## config.mk

```make
export PLATFORM = sky130hd
export DESIGN_NAME = sll_arbiter
export DESIGN_NICKNAME = d
export VERILOG_FILES = /design/src/rtl/shift_pkg.sv /design/src/rtl/rr_arbiter.sv /design/src/rtl/sll.sv /design/src/rtl/sll_arbiter.sv
export SDC_FILE = /design/constraint.sdc
export NUM_CORES = 1
export LEC_CHECK = 0
export CORE_MARGIN = 3
export CORE_UTILIZATION = 47
export DETAILED_ROUTE_END_ITERATION = 7
export PLACE_DENSITY = 0.82
export SLEW_MARGIN = 20
export SYNTH_ARGS = -nofsm -noshare
export SYNTH_HDL_FRONTEND = slang
export SYNTH_SLANG_ARGS = --single-unit
```

## constraint.sdc

```tcl
create_clock -name clk -period 4.7 [get_ports clk]
set_input_delay 0.94 -clock clk [delete_from_list [all_inputs] [get_ports clk]]
set_output_delay 0.94 -clock clk [all_outputs]
set_load 0.005 [all_outputs]
```

## src/rtl/shift_pkg.sv

```systemverilog
// Shared widths and helpers for the shared logical-left shifter and its arbiter.
package shift_pkg;

  localparam int unsigned DATA_W  = 32;
  localparam int unsigned SHAMT_W = 5;

  function automatic int unsigned clog2(input int unsigned n);
    int unsigned r;
    r = 0;
    while ((32'd1 << r) < n) r++;
    return r;
  endfunction

endpackage

```

## src/rtl/rr_arbiter.sv

```systemverilog
// Round-robin arbiter: scans from ptr upward (mod NUM_REQ), first valid wins;
// ptr moves past the winner only when a grant is actually issued.
module rr_arbiter
  import shift_pkg::*;
#(
  parameter  int unsigned NUM_REQ = 4,
  localparam int unsigned ID_W    = clog2(NUM_REQ)
) (
  input  logic               clk,
  input  logic               rst_n,
  input  logic [NUM_REQ-1:0] req,
  input  logic               en,
  output logic [NUM_REQ-1:0] grant,
  output logic [ID_W-1:0]    win,
  output logic               any
);

  logic [ID_W-1:0]    ptr;
  logic [NUM_REQ-1:0] raw;
  logic               found;
  int unsigned        idx;

  always_comb begin
    raw   = '0;
    win   = '0;
    found = 1'b0;
    idx   = 0;
    for (int unsigned off = 0; off < NUM_REQ; off++) begin
      idx = (32'(ptr) + off) % NUM_REQ;
      if (!found && req[idx]) begin
        found    = 1'b1;
        raw[idx] = 1'b1;
        win      = ID_W'(idx);
      end
    end
  end

  assign grant = en ? raw : '0;
  assign any   = en && found;

  always_ff @(posedge clk or negedge rst_n) begin
    if (!rst_n) begin
      ptr <= '0;
    end else if (any) begin
      ptr <= (win == ID_W'(NUM_REQ - 1)) ? '0 : win + 1'b1;
    end
  end

endmodule

```

## src/rtl/sll.sv

```systemverilog
// Combinational 32-bit logical left shift, zero-filled; high bits shifted out are lost.
module sll
  import shift_pkg::*;
(
  input  logic [DATA_W-1:0]  a,
  input  logic [SHAMT_W-1:0] shamt,
  output logic [DATA_W-1:0]  y
);

  assign y = a << shamt;

endmodule

```

## src/rtl/sll_arbiter.sv

```systemverilog
// Shares one sll shifter among NUM_REQ requesters: round-robin grant into S1,
// shifted result registered in S2, returned on a single id-tagged response channel.
module sll_arbiter
  import shift_pkg::*;
#(
  parameter  int unsigned NUM_REQ = 4,
  localparam int unsigned ID_W    = clog2(NUM_REQ)
) (
  input  logic                       clk,
  input  logic                       rst_n,
  input  logic [NUM_REQ-1:0]         req_valid,
  output logic [NUM_REQ-1:0]         req_ready,
  input  logic [NUM_REQ*DATA_W-1:0]  req_data,
  input  logic [NUM_REQ*SHAMT_W-1:0] req_shamt,
  output logic                       rsp_valid,
  input  logic                       rsp_ready,
  output logic [DATA_W-1:0]          rsp_data,
  output logic [ID_W-1:0]            rsp_id
);

  logic                s1_valid, s2_valid;
  logic [DATA_W-1:0]   s1_data, s2_data, shifted, sel_data;
  logic [SHAMT_W-1:0]  s1_shamt, sel_shamt;
  logic [ID_W-1:0]     s1_id, s2_id, win;
  logic [NUM_REQ-1:0]  grant;
  logic                any, s1_adv, s2_adv, arb_en;

  assign s2_adv = !s2_valid || rsp_ready;
  assign s1_adv = !s1_valid || s2_adv;
  // Holding arbitration off while rst_n is low keeps req_ready at zero during reset.
  assign arb_en = s1_adv && rst_n;

  rr_arbiter #(.NUM_REQ(NUM_REQ)) u_arb (
    .clk   (clk),
    .rst_n (rst_n),
    .req   (req_valid),
    .en    (arb_en),
    .grant (grant),
    .win   (win),
    .any   (any)
  );

  assign req_ready = grant;

  // One-hot OR-mux of the granted operand.
  always_comb begin
    sel_data  = '0;
    sel_shamt = '0;
    for (int unsigned i = 0; i < NUM_REQ; i++) begin
      if (grant[i]) begin
        sel_data  = sel_data  | req_data[DATA_W*i +: DATA_W];
        sel_shamt = sel_shamt | req_shamt[SHAMT_W*i +: SHAMT_W];
      end
    end
  end

  always_ff @(posedge clk or negedge rst_n) begin
    if (!rst_n) begin
      s1_valid <= 1'b0;
      s1_data  <= '0;
      s1_shamt <= '0;
      s1_id    <= '0;
    end else if (s1_adv) begin
      s1_valid <= any;
      if (any) begin
        s1_data  <= sel_data;
        s1_shamt <= sel_shamt;
        s1_id    <= win;
      end
    end
  end

  sll u_sll (
    .a     (s1_data),
    .shamt (s1_shamt),
    .y     (shifted)
  );

  always_ff @(posedge clk or negedge rst_n) begin
    if (!rst_n) begin
      s2_valid <= 1'b0;
      s2_data  <= '0;
      s2_id    <= '0;
    end else if (s2_adv) begin
      s2_valid <= s1_valid;
      if (s1_valid) begin
        s2_data <= shifted;
        s2_id   <= s1_id;
      end
    end
  end

  assign rsp_valid = s2_valid;
  assign rsp_data  = s2_data;
  assign rsp_id    = s2_id;

endmodule

```

### After elaboration in Yosys (flattened, before gate mapping)

Cells that the tools add are included.

| cells by class | value |
|---|---|
| $add $sub $neg | 4 |
| $lt $le $gt $ge | 8 |
| eq/ne operators | 1 |
| shifts and indexed selects | 1 |
| multiplexer cells | 38 |
| bitwise gates (word level) | 9 |
| reduce and logical (&&, ||, !) cells | 18 |

Operators with widths:

| operator | count |
|---|---|
| $mux 32 | 4 |
| $or 32x32->32 | 3 |
| $shl 32x5->32 | 1 |
| $mux 4 | 5 |
| $mux 5 | 4 |
| $or 5x5->5 | 3 |
| $lt 2x3->1 const B | 4 |
| $mux 1 | 12 |
| $or 4x4->4 | 3 |
| $mux 2 | 5 |
| $logic_and 1x1->1 | 9 |
| $bmux 1 s2 | 4 |
| $demux 1 s2 | 4 |
| $ge 2x1->1 const B | 4 |
| $logic_not 1->1 | 5 |
| $add 2x1->2 const B | 2 |
| $add 2x2->2 const B | 2 |
| $reduce_and 2->1 | 2 |
| $eq 2x2->1 const B | 1 |
| $logic_or 1x1->1 | 2 |

| storage, ports and cells | value |
|---|---|
| bits in registers | 77 |
| bits of input ports | 155 |
| output and inout port bits | 39 |

### Depth between registers and ports, before layout

Gate-level depths: netlist of run 1.

| logic depth | value |
|---|---|
| depth in word-level cells | 20 |
| mapped depth | 13 |
| mapped depth without buffers | 8 |

### Hierarchy

From an unflattened synthesis of run 1, not the netlist that was laid out.

| unflattened totals | value |
|---|---|
| cell total of the unflattened synthesis | 577 |
| area, all modules | 6,508.7 um^2 |

Modules (own cells, without submodules):

| module | times used | cells each | area an instance (um^2) | sequential area each (um^2) |
|---|---|---|---|---|
| sll_arbiter | 1 | 301 | 3,992.6 | 1,876.8 |
| sll | 1 | 176 | 1,724.2 | 0.0 |
| rr_arbiter | 1 | 100 | 792.0 | 50.0 |

### Worst setup path before layout of run 1

Ideal clock, no wire load.

| timing path | value |
|---|---|
| path type | register to output |
| from | register (tool-made name) |
| to | output port req_ready[0] |
| arrival time | 2,841 ps |
| required time | 3,760 ps |
| setup slack | 919 ps |
| stages on the path, launching flop included | 13 |
| buffers on the path | 5 |
| path through | dfrtp_1 -> buf_4 -> buf_2 -> inv_1 -> ha_1 -> buf_4 -> mux2_2 -> and3_1 -> a2111oi_0 -> o21ai_1 -> buf_2 -> buf_2 -> and2_1 |

RTL lines:

| item | RTL line | source |
|---|---|---|
| end, declared | sll_arbiter.sv:12 | `output logic [NUM_REQ-1:0] req_ready,` |

### Worst setup path after layout of run 1

| timing path | value |
|---|---|
| from | register u_arb.ptr[1] |
| to | output port req_ready[3] |

| on the way | value |
|---|---|
| word-level cells in the longest chain between the ends | 13 |
| elaborated cells on any way between the ends | 48 |
| those cells by class | add/sub: 3; order compare: 8; mux: 24; bitwise: 3; reduce/logical: 10 |

RTL lines:

| item | RTL line | source |
|---|---|---|
| start, declared | rr_arbiter.sv:18 | `logic [ID_W-1:0] ptr;` |
| start signal, assigned | rr_arbiter.sv:45 | `ptr <= (win == ID_W'(NUM_REQ - 1)) ? '0 : win + 1'b1;` |
| parallel branches: the longest is 11 deep, another holds $lt 2x3->1 | -- |  |
| $mux 4 (*) | rr_arbiter.sv:30 | `if (!found && req[idx]) begin` |
| $mux 4 (*) | rr_arbiter.sv:38 | `assign grant = en ? raw : '0;` |

Every way passes the cells marked *. The select of a mux whose other input is x is not followed.

==> results.md, run 1 <==
- Outcome: completed
- Hold WS: 0.474 ns
- Gpl congestion: 0.879
- Crit-path cells: inv_1 -> ha_1 -> mux2_2 -> and3_1 -> a2111oi_2 -> o32ai_4 -> clkdlybuf4s50_1
- Residual DRC: 0
- Hold Path Class: reg -> reg
- Clk root buf: clkbuf_16
- Cell count of the worst hold path: 2
- Crit path max-delay family: compound AO/OA/AOI/OAI gates
- Fin crit period: 4.46 ns
- Clock buffer depth: 2
- Post-route clock period utilization: 0.949
- Max Cap Viol: 0
- Via/cell ratio: 6.03
- Setup crit start kind: flip-flop
- Mux cell area share after synthesis: 0.222
- DIE AREA: 13900 sq um
- Synth area leader: dfrtp_1
- Post-route setup TNS: 0 ns
- TritonCTS buffer count: 9
- WL/cell: around 20 microns
- Number of synthesized register bits: 77
- Clock tree sinks: 77
- FMAX: 224 MHz
- Ys flop type: dfrtp_1
- Post-synthesis simple-gate area fraction: 0.138
- Slew HR: 0.284
- Buf/Inv on CP: 2
- Async SR Flop Fraction: 1.00
- Drt first pass iters: 5
- I/O Buffers: approximately 190
- Total track usage: 0.262
- Global Route met3 Usage: 0.0509
- Via count: between 5000 and 6000
- Avg Inst Size Synth: 9.68 sq um
- Largest net degree at the start of global routing: 78
- Top post-synthesis cells by area: dfrtp_1 33%, mux4_2 13%, o21ai_0 5.3%
- Number of flops mapped to enable cells by yosys: 0
- Initial Util: 0.486
- Grt ovf: 0
- # resized after CTS: 0
- DP Wirelength: 14200 microns
- Adder-cell area share of the yosys netlist: 0.0149
- Slew Viols, Final: 0
- Gate Count Post-Synth: 608
- Flop2flop setup slack: 1.18 ns
- Final setup fails: 0
- Arr. time, crit path: roughly 3.5 ns
- Ys Warns: 0
- Antenna Violating Nets Remaining: 0
- Total Wirelength: 18400 microns
- XOR/XNOR Fraction of Synth Area: 0.00149
- Synth Cell Area: 5890 sq um
- WS Path Type: reg -> out
- Stages on worst setup path: 7
- Worst reg2reg path depth: 9
- Hold Vio Cnt, Final: 0
- RSZ-0062 raised after global routing: no
- Clock slew at reported path FFs: 0.06 ns
- Hold buffers post-CTS: 0
- Antenna diode count: 0
- Post-synthesis compound-gate area fraction: 0.247
- Worst stage delay on the critical path: 0.57 ns
- H-tree depth: 3
- Vias in the first global route: between 5000 and 6000
- Unique masters post-synth: 53
- Die width: 118 microns
- # IOs: ~190
- Initial antenna violation count: 0
- Core box area: 12100 sq um
- Worst ir drop on vdd: 0.310 mV
- Clock skew: 0.00716 ns
- DR iter-0 viols: 423
- Post-synth top area share: 0.327
- Worst-Margin Slew: between 1 and 1.5 ns
- Net count after synthesis: a little under 800
- Post-CTS Setup Repair Bufs: 0
- Number of core rows: 40
- Die Ht: 118 microns
- Crit path required time: 3.76 ns
- CTS tree: built
- Critical-path top delay cell: a2111oi_2
- Grt peak-use layer: met2
- Most frequent cells in the layout: 192 x clkdlybuf4s50_1, 79 x nand2_1, 76 x dfrtp_1
- GRT met1 Usage: 0.347
- Leading cell type in the layout, fill and taps excluded: clkdlybuf4s50_1
- Pwr dens: 714 nW/um^2
- Register area share after synthesis: 0.327
- Layout area overhead: 39.6%
- CP Max Fanout: 10
- Nets: 934
- Share of cells above drive strength 1: 0.144
- Kind of end point of the critical path: primary output
- Met2 GRT Util: 0.437
- Leakage: 3.10 nW
- Largest family of logic cells by synthesized area: compound AO/OA/AOI/OAI gates
- Global-route wire length before repair: 29800 microns
- Worst skew pair latency: roughly 0.34 ns
==> path summary, 6_finish.rpt <==
path / start / end
setup / recovery: u_arb.ptr[1] / req_ready[3]
hold / removal: rsp_data[30] / rsp_data[30]
setup reg to reg: u_arb.ptr[1] / s1_data[28]
hold reg to reg: rsp_data[30] / rsp_data[30]
max in group asynchronous: rst_n / s1_shamt[0]
min in group asynchronous: rst_n / s1_data[8]
==> through the flow <==
step	utilization	cells	instance area, sq um	total power, mW	worst slack [ns]
3_5_place_dp	0.652	929	7900	5.09	0.354
6_report	0.679	945	8220	5.87	0.241
5_1_grt	0.679	945	8220	6.28	0.0432
2_1_floorplan	-	608	5890	3.96	0.919
3_3_place_gp	0.652	929	7900	4.99	0.371
4_1_cts	0.679	945	8220	5.86	0.253
==> worst reg2reg max path, stage by stage, from the launching register on <==
cell and delay, ns:
dfrtp_1 0.56, inv_1 0.19, ha_1 0.54, mux2_2 0.45, mux2i_4 0.26, a2111oi_2 0.16
nor3_2 0.56, buf_4 0.34, o21ai_0 0.13, a41oi_1 0.24
==> synthesized netlist by cell type, drive strengths merged, types with 7 or more instances <==
library cell  instances
nand2                80
dfrtp                77
o21ai                65
nor2                 61
a22oi                37
mux4                 35
clkbuf               33
a41oi                32
mux2i                28
buf                  21
mux2                 20
a21oi                16
a211oi               12
nand2b                9
a22o                  7
ha                    7
inv                   7
==> routing by layer <==
layer,part of all wire,up-vias
met3,0.067,40
met4,0.027,0
met2,0.49,249
met1,0.41,2762
li1,-,2648
met5,0,-
==> sequential cells by signal, indices dropped and copies added, names as in the netlist, named ones only <==
signal,count
s1_id,2
rsp_valid,1
u_arb.ptr,1
s1_valid,1
rsp_id,2
s1_data,32
rsp_data,32
s1_shamt,5
==> cell type report <==
cell class              instances  area, sq um
fillers                       959         3890
multi-input cells             470         3690
repair buffers                207         2050
flip-flops and latches         77         1930
clock buffers                  11          233
well taps                     168          210
clock inverters                 5         85.1
inverters                       7         26.3
==> report_power, final <==
part | switching [mW] | leakage [nW] | internal, mW
Clock | 0.268 | 0.150 | 0.467
Combinational | 1.88 | 2.02 | 1.85
Sequential | 0.437 | 0.932 | 0.974
==> logic make-up after synthesis <==
logic type,count (synthesis)
AND/OR/NAND/NOR,181
adder cells (fa/ha/maj),7
AO/OA/AOI/OAI,198
XOR/XNOR,1
multiplexers,83
flip-flops,77
buffers and inverters,61
Power figures use the tool's default switching activity.
==> inputs of run 2 (changes only) <==
--- a/config.mk
+++ b/config.mk
@@ -5,6 +5,7 @@
 export SDC_FILE = /design/constraint.sdc
 export NUM_CORES = 1
 export LEC_CHECK = 0
+export ABC_CLOCK_PERIOD_IN_PS = 4700
 export CORE_MARGIN = 3
 export CORE_UTILIZATION = 47
 export DETAILED_ROUTE_END_ITERATION = 7
==> results of run 2 <==
Final layout, timing and power as in run 1 (identical DEF).
==> inputs of run 3 (changes only) <==
--- a/config.mk
+++ b/config.mk
@@ -5,12 +5,14 @@
 export SDC_FILE = /design/constraint.sdc
 export NUM_CORES = 1
 export LEC_CHECK = 0
+export ABC_AREA = 1
 export ABC_CLOCK_PERIOD_IN_PS = 4700
 export CORE_MARGIN = 3
-export CORE_UTILIZATION = 47
+export CORE_UTILIZATION = 48
 export DETAILED_ROUTE_END_ITERATION = 7
-export PLACE_DENSITY = 0.82
+export PLACE_DENSITY = 0.83
 export SLEW_MARGIN = 20
 export SYNTH_ARGS = -nofsm -noshare
 export SYNTH_HDL_FRONTEND = slang
 export SYNTH_SLANG_ARGS = --single-unit
+export TNS_END_PERCENT = 5
==> constraint.sdc (replaced) <==
create_clock -name clk -period 4.7 [get_ports clk]
set_input_delay 1.175 -clock clk [delete_from_list [all_inputs] [get_ports clk]]
set_output_delay 1.175 -clock clk [all_outputs]
set_load 0.005 [all_outputs]
==> run 3 against run 2 <==
Effect of this change:
- fmax rose by 4.3%
- sequential cell count unchanged
- global-route usage decreased by 1.1 points
- register-to-register slack better by 0.56 ns
- die area rose by 0.39%
- core utilization down 0.47 points
- critical path depth up 5
- power is 4.7% lower
- hold slack gained 0.0049 ns
- design area decreased by 0.29%
- via count increased by 16%
- critical path type is now in -> out
- critical endpoint is now req_ready[1]
- largest cell class unchanged
- largest power group unchanged
==> results.md, run 3 <==
- Gpl congestion: 0.974
- Leakage: 3.93 nW
- Most common cell in the netlist: nand2_1
- Crit-path cells: clkdlybuf4s50_1 -> inv_1 -> nand2_1 -> nand2_1 -> nand2_1 -> nand2_4 -> nor2_2 -> nand2_1 -> nand3_1 -> nand2_1 -> inv_1 -> clkdlybuf4s50_1
- Ys Warns: 0
- Post-route clock period utilization: 0.910
- Worst-Margin Slew: 0.900 ns
- Die width: 118 microns
- Initial antenna violation count: 0
- Final setup fails: 0
- Worst stage delay on the critical path: about 0.55 ns
- Post-route setup TNS: 0 ns
- Die Ht: between 100 and 150 microns
- Placed instance area: 7880 sq um
- Pwr dens: 683 nW/um^2
- Hold buffers post-CTS: 0
- Post-layout power: 5.60 mW
- Critical-path top delay cell: clkdlybuf4s50_1
- Unique masters post-synth: 40
- Antenna diode count: 0
- Post-synth top area share: 0.319
- Crit path max-delay family: buffers and inverters
- Final instance area: 8200 sq um
- Post-CTS Setup Repair Bufs: 0
- Total track usage: 0.251
- Setup crit start kind: input port
- Clock buffer depth: 2
- Kind of end point of the critical path: primary output
- Antenna Violating Nets Remaining: 0
- Top post-synthesis cells by area: dfrtp_1 32%, nand2_1 21%, nand3_1 15%
- CP Max Fanout: 8
- Total Wirelength: 17800 microns
- Ys flop type: dfrtp_1
- Avg Inst Size Synth: 6.55 sq um
- Register area share after synthesis: 0.319
- Largest net degree at the start of global routing: 77
- # resized after CTS: 0
- Logic pwr share: 0.645
- Hold Path Class: reg -> reg
- Buf/Inv on CP: 4
- Core box area: 12200 sq um
- Sw Share: 0.508
- Async SR Flop Fraction: 1.00
- Drt first pass iters: 6
- Clock slew at reported path FFs: around 0.060 ns
- Crit path required time: 3.52 ns
- Clock power frac: 0.130
- Sequential Power Share: 0.226
- Clock tree sinks: 77
- # IOs: 194
- Layout area overhead: 35.8%
- Initial Util: 0.496
- WL/cell: 14.3 microns
- Clock skew: approximately 0.006 ns
- Max Cap Viol: 0
- Grt ovf: 0
- CTS tree: built
- Clk root buf: clkbuf_16
- Vias in the first global route: 5963
- CP dominant cell by count: nand2_1
- DR iter-0 viols: 543
- Worst skew pair latency: between 0.3 and 0.4 ns
- Hold Vio Cnt, Final: 0
- Number of core rows: 40
- Gate Count Post-Synth: roughly 900
- WS Path Type: in -> out
- TritonCTS buffer count: 9
- Nets: roughly 1200
- Via count: ~6600
- Leading cell type in the layout, fill and taps excluded: nand2_1
- Residual DRC: 0
- Fin crit period: ~4.3 ns
- Net count after synthesis: around 1100
- Net switching component of the power: 2.84 mW
- DIE AREA: 14000 sq um
- Number of synthesized register bits: 77
- Internal: 2.76 mW
- RSZ-0062 raised after global routing: no
- Number of flops mapped to enable cells by yosys: 0
- FMAX: 234 MHz
- Arr. time, crit path: 3.10 ns
- Synth area leader: dfrtp_1
- Via/cell ratio: 5.31
- Slew HR: 0.399
- Share of cells above drive strength 1: 0.0642
- Synth Cell Area: 6040 sq um
- I/O Buffers: 193
- Global-route wire length before repair: 29100 microns
- Worst ir drop on vdd: 0.366 mV
- Most frequent cells in the layout: 344 x nand2_1, 192 x clkdlybuf4s50_1, 186 x nand3_1
- Top cells by count, synth: 344 x nand2_1, 186 x nand3_1, 77 x dfrtp_1, 74 x o21ai_0, 49 x nor2_1
- H-tree depth: 3
- DP Wirelength: 13700 microns
- Outcome: completed
- Slew Viols, Final: 0
[run 3: cell types whose count changed after synthesis, sizes merged, moves of 12 or more]
cell and change:
buf +18, a22oi -34, mux4 -35, inv +20, a211oi -12, o211ai +17
nand3 +193, nand2 +273, mux2 -20, a41oi -32, mux2i -21
[run 3: logic make-up (layout without fill, tap and decap cells)]
logic type / Yosys count / in the layout / share of synthesized area
DFF: 77 / 77 / 0.319
adders and majority gates: 7 / 7 / 0.0145
AOI/OAI and AO/OA: 117 / 117 / 0.117
buffers and inverters: 94 / 247 / 0.0806
and+or+nand+nor: 619 / 619 / 0.456
muxes: 7 / 7 / 0.0116
xor gates and xnor gates: 1 / 1 / 0.00145
[run 3: metal layers]
metal  vias to the layer above  global-route usage  part of all wire
li1                       3368                   -                 -
met1                      2957               0.331              0.44
met2                       250               0.413              0.47
met3                        21              0.0589             0.071
met4                         0              0.0725             0.018
met5                         -                   0                 0
[run 3: final timing paths]
check	start	endpoint	slack [ns]	cells past startpoint
max reg2reg	s1_shamt[1]	rsp_data[12]	1.74	6
min reg2reg	rsp_data[12]	rsp_data[12]	0.48	2
max in group asynchronous	rst_n	s1_data[6]	2.92	3
min	rsp_data[12]	rsp_data[12]	0.48	2
min in group asynchronous	rst_n	rsp_data[15]	0.87	2
max	req_valid[3]	req_ready[1]	0.42	12
[run 3: cell type report]
type                       instances  area (sq um)
inverter                          27           106
fill                            1092          3970
clock inverter                     6          87.6
tap                              168           210
sequential                        77          1930
multi-input combinational        751          3620
clock buffer                      10           229
timing repair buffer             204          2010
[run 3: power by group through the flow]
stage                     clock (mW)  combinational (mW)  sequential, mW
final                          0.727                3.61            1.26
after global routing           0.771                4.04            1.31
after CTS                      0.736                3.59            1.26
after detailed placement           0                3.57            1.27
after global placement             0                3.51            1.26
after floorplan                    0                2.75            1.16
[run 3: worst register-to-register path, cell delays in order (launching register included)]
cell and delay (ns):
dfrtp_1 0.91, inv_1 0.61, o21ai_0 0.52, o21ai_0 0.24, or2_2 0.35, o21ai_0 0.10
o21ai_0 0.10
[run 3: through the flow]
| stage | setup slack (ns) | instances | utilization | hold WS (ns) |
|---|---|---|---|---|
| global placement | 0.482 | 1227 | 0.648 | 0.463 |
| finish | 0.425 | 1243 | 0.674 | 0.479 |
| CTS | 0.443 | 1243 | 0.674 | 0.486 |
| floorplan | 1.31 | 922 | - | 0.443 |
| global route | 0.271 | 1243 | 0.674 | 0.511 |
| detailed placement | 0.450 | 1227 | 0.648 | 0.472 |
